File: src/rtl/calc_pkg.sv
// Shared calculator package: FSM state encodings and widths used by the
// sequential arithmetic units and the calculator top-level FSM.
package calc_pkg;

  localparam int unsigned STATE_W = 2;

  localparam logic [STATE_W-1:0] IDLE = 2'd0;
  localparam logic [STATE_W-1:0] CALC = 2'd1;
  localparam logic [STATE_W-1:0] DONE = 2'd2;

endpackage : calc_pkg

File: src/rtl/seq_multiplier.sv
// Sequential shift-and-add multiplier, one multiplier bit per cycle (LSB first).
// Signed operands are converted to magnitudes at start and the product sign is
// applied when the result is written back.
//
// Ports:
//   clk          - clock, all state changes on rising edge
//   rst_n        - synchronous active-low reset
//   start        - begin a multiplication (sampled only in IDLE)
//   is_signed    - 1 = two's-complement operands, 0 = unsigned
//   multiplicand - operand A
//   multiplier   - operand B
//   busy         - high while in CALC or DONE
//   done         - one-cycle pulse when product is updated
//   product      - result of the last completed operation
module seq_multiplier
  import calc_pkg::*;
#(
  parameter int unsigned WIDTH = 4
) (
  input  logic               clk,
  input  logic               rst_n,
  input  logic               start,
  input  logic               is_signed,
  input  logic [WIDTH-1:0]   multiplicand,
  input  logic [WIDTH-1:0]   multiplier,
  output logic               busy,
  output logic               done,
  output logic [2*WIDTH-1:0] product
);

  localparam int unsigned PW = 2 * WIDTH;
  localparam int unsigned CW = (WIDTH > 1) ? $clog2(WIDTH) : 1;

  logic [STATE_W-1:0] state;
  logic [STATE_W-1:0] state_next;

  logic [WIDTH-1:0] mcand;
  logic [WIDTH-1:0] mplier;
  logic             sign;
  logic [PW-1:0]    acc;
  logic [CW-1:0]    cnt;

  logic [WIDTH-1:0] mag_a_c;
  logic [WIDTH-1:0] mag_b_c;
  logic             last_c;
  logic [PW-1:0]    addend_c;

  // Magnitudes; -(2^(WIDTH-1)) wraps to 2^(WIDTH-1), which is the correct unsigned magnitude.
  always_comb begin
    mag_a_c = multiplicand;
    mag_b_c = multiplier;
    if (is_signed && multiplicand[WIDTH-1]) mag_a_c = WIDTH'(-multiplicand);
    if (is_signed && multiplier[WIDTH-1])   mag_b_c = WIDTH'(-multiplier);
  end

  // Partial product for the current multiplier bit.
  always_comb begin
    last_c   = (cnt == CW'(WIDTH - 1));
    addend_c = '0;
    if (mplier[cnt]) addend_c = PW'(mcand) << cnt;
  end

  // State register.
  always_ff @(posedge clk) begin
    if (!rst_n) state <= IDLE;
    else        state <= state_next;
  end

  // Next-state logic.
  always_comb begin
    state_next = state;
    case (state)
      IDLE:    if (start) state_next = CALC;
      CALC:    if (last_c) state_next = DONE;
      DONE:    state_next = IDLE;
      default: state_next = IDLE;
    endcase
  end

  // Datapath and registered outputs.
  always_ff @(posedge clk) begin
    if (!rst_n) begin
      mcand   <= '0;
      mplier  <= '0;
      sign    <= 1'b0;
      acc     <= '0;
      cnt     <= '0;
      busy    <= 1'b0;
      done    <= 1'b0;
      product <= '0;
    end else begin
      done <= 1'b0;
      busy <= (state_next != IDLE);
      case (state)
        IDLE: begin
          if (start) begin
            mcand  <= mag_a_c;
            mplier <= mag_b_c;
            sign   <= is_signed & (multiplicand[WIDTH-1] ^ multiplier[WIDTH-1]);
            acc    <= '0;
            cnt    <= '0;
          end
        end
        CALC: begin
          acc <= acc + addend_c;
          cnt <= cnt + CW'(1);
        end
        DONE: begin
          product <= sign ? PW'(-acc) : acc;
          done    <= 1'b1;
        end
        default: ;
      endcase
    end
  end

endmodule : seq_multiplier

File: config.mk
export PLATFORM = sky130hd
export DESIGN_NAME = seq_multiplier
export DESIGN_NICKNAME = d
export VERILOG_FILES = /design/src/rtl/calc_pkg.sv /design/src/rtl/seq_multiplier.sv
export SDC_FILE = /design/constraint.sdc
export NUM_CORES = 1
export LEC_CHECK = 0
export CAP_MARGIN = 20
export CORE_ASPECT_RATIO = 0.75
export CORE_UTILIZATION = 28
export CTS_CLUSTER_DIAMETER = 200
export DETAILED_ROUTE_END_ITERATION = 12
export PLACE_DENSITY_LB_ADDON = 0.08
export REMOVE_ABC_BUFFERS = 1
export SYNTH_ARGS = -nofsm -noshare
export SYNTH_HDL_FRONTEND = slang
export SYNTH_SLANG_ARGS = --single-unit
export TNS_END_PERCENT = 50
File: constraint.sdc
create_clock -name clk -period 2.21 [get_ports clk]
set_input_delay 0.3315 -clock clk [delete_from_list [all_inputs] [get_ports clk]]
set_output_delay 0.3315 -clock clk [all_outputs]
set_load 0.05 [all_outputs]
==> out/summary.txt <==
status: completed
number of synthesized flops with an enable pin: 0
synthesized-area fraction occupied by adder cells: 8.97%
Seq/Total Area, Yosys: 35.3%
clk slew on worst S/H paths: 0.07 ns
worst slew pin tran: 0.725 ns
Distinct cells, synth: 44
GR Util All Layers: 14.4%
IO Pins: 22
crit end category: flip-flop
WL met1: 2570 um
first-pass GRT wire length: 7310 um
Critical Path RT: 2.42 ns
CTS Sinks: 31
Syn Area/Cell: 8.49 um^2
total wire length: 4290 um
remaining global-route overflow: 0
worst hold slack: 0.474 ns
RePlAce Congestion: 0.837
number of synthesized register bits: 31
Synth area leader: dfxtp_1
design area: 0.00231 mm^2
Worst R2R Path Depth: 7
clock skew: 0.00540 ns
peak supply drop: 0.224 mV
reg2reg setup slack: 0.07 ns
Power per Cell Area: 512 mW/mm^2
total of max-cap violations: 0
max-slew violations: 0
vias per cell: 4.91
DRC viols: 0
CTS buffer count: 5
Clock Tree Root: clkbuf_8
final core occ: 38.8%
worst hold path class: flip-flop to flip-flop
reg2reg start: cnt[0]
Die Span Y: 70.6 um
post-synthesis cell count: 207
Final Hold Viols: 0
Max clock buf depth: 2
layout cell share with drive strength beyond 1: 16.8%
Leak Pwr: 0.918 nW
CTS Hold Bufs: 0
Mapped Area: 0.00176 mm^2
met2 routed WL: 1570 um
final critical-path required period: 2.14 ns
Async SR Flop Fraction: 0%
drt first pass iters: 4
Nets: 267
Die Span X: 93.5 um
worst skew pair latency: 0.28 ns
Final ANT Viol Nets: 0
post-synthesis xor/xnor area fraction: 4.48%
H-tree levels: 2
Synth Area in Compound Gates: 22.1%
Place WS: -0.0600 ns
commonest cells after routing, fill and taps aside: dfxtp_1 (29), nand2_1 (22), clkdlybuf4s50_1 (21)
post-synthesis simple-gate area fraction: 20.5%
relative slew slack: 51.6%
port bufs: 21
Synth area leaders: dfxtp_1 (35%), ha_1 (7.8%), nand2_1 (4.7%), nor2_1 (3.8%), xor2_1 (3.5%)
Area after DPL: 0.00215 mm^2
critical path fanouts, max: 4
CTS tree: yes
share of the synthesized area in the top cell type: 35.3%
Crit Path Class: flip-flop to flip-flop
RSZ-0062 raised after global routing: true
Initial Util: 29.6%
initial antenna violation count: 0
Synth warnings: 0
CP startpoint kind: flip-flop
commonest non-fill, non-tap cell in the layout: dfxtp_1
crit path DAT: 2.35 ns
vias in the first global route: 1448
Hold EP: product[6]
final setup fails: 0
largest family of logic cells by synthesized area: compound AO/OA/AOI/OAI gates
HP Start: product[6]
initial drt markers: 64
Avg WL per Cell: 13.3 um
Detailed Place HPWL: 3290 um
routed vias: 1581
ys flop type: dfxtp_1
n_diodes: 0
maximum clock rate: 0.468 GHz
Reg-to-Reg End: acc[7]
DR WL met3: 112 um
core box area: 0.00595 mm^2
Top Layer Used: met4
Fill cells: 633
Final Cycle Share: 96.8%
Die ar.: 0.00660 mm^2
multiplexer area fraction after synthesis: 4.20%
Worst Hold Path Cells: 2
final worst setup slack: 0.0718 ns
Layout area overhead: 31.4%
std cell rows: 24
largest net degree at the start of global routing: 22
==> worst max path at each step <==
stage           start  slack [ns]     end
4_1_cts        cnt[0]        0.01  acc[6]
3_3_place_gp   cnt[0]       -0.06  acc[7]
5_1_grt        cnt[0]       -0.01  acc[6]
3_5_place_dp   cnt[0]       -0.06  acc[6]
6_report       cnt[0]        0.07  acc[7]
2_1_floorplan  cnt[0]       -0.20  acc[7]
==> cell type report <==
class	instances	area (um^2)	area share, %
clock inverters	1	5.00	0.217
flip-flops and latches	31	623	27.0
inverters	12	45.0	1.95
multi-input cells	156	1130	49.0
well taps	78	97.6	4.23
repair buffers	37	330	14.3
clock buffers	7	76.3	3.30
==> worst max-delay path, cell delays in order, from the launching register on <==
cell and delay, ns:
dfxtp_2 0.34, mux4_2 0.54, and2_4 0.17, ha_4 0.21
a21o_1 0.20, a211o_1 0.27, o221ai_2 0.14, mux2i_1 0.20
==> per-stage QoR <==
step                      TNS (ns)  cells  total power [W]
final                            0    322          0.00118
after global routing       -0.0197    322          0.00125
after CTS                        0    322          0.00119
after detailed placement    -0.147    314         0.000755
after global placement      -0.104    314         0.000758
after floorplan             -0.477    199         0.000678
==> synthesized netlist by cell type (2+ instances only) <==
cell      instances
dfxtp_1          31
nand2_1          22
nor2_1           18
inv_1            12
nand3_1          12
a21oi_1          11
ha_1             11
o21ai_0           9
xor2_1            7
clkbuf_1          6
a211oi_1          5
a311oi_1          5
and2_1            5
a22oi_1           4
mux2i_1           4
o31ai_1           4
o22ai_1           3
or3_1             3
a21boi_0          2
a21o_1            2
a31oi_1           2
and3_1            2
buf_2             2
nand2b_1          2
nor2b_1           2
nor3_1            2
xnor2_1           2
==> timing repair <==
action	CTS	global route
setup buffers	0	0
endpoints found under the setup margin	3	5
resized for setup	6	11
pin swaps	0	5
hold endpoints to repair	0	0
==> per-layer routing <==
layer	GRT usage [%]	vias to the layer above
met5	0	-
met4	4.44	0
met3	3.87	4
met2	18.3	17
met1	22.8	732
li1	-	828
==> power by group <==
| group | leakage [nW] | total, W | internal (W) | switching, W |
|---|---|---|---|---|
| sequential | 0.253 | 0.000592 | 0.000576 | 0.0000161 |
| clock | 0.0422 | 0.000435 | 0.000221 | 0.000214 |
| combinational | 0.623 | 0.000157 | 0.0000717 | 0.0000849 |
| total | 0.918 | 0.00118 | 0.000868 | 0.000315 |
==> sequential cells by signal (all words and copies together) (netlist names) <==
name,count
state,2
busy,1
cnt,2
mcand,4
sign,1
product,8
done,1
acc,8
mplier,4
==> cell families after synthesis <==
logic type | after synthesis
buffers and inverters | 20
muxes | 6
and+or+nand+nor | 74
AOI/OAI and AO/OA | 55
adders and majority gates | 12
DFF | 31
xor gates and xnor gates | 9
(Power assumes the default switching activity.)
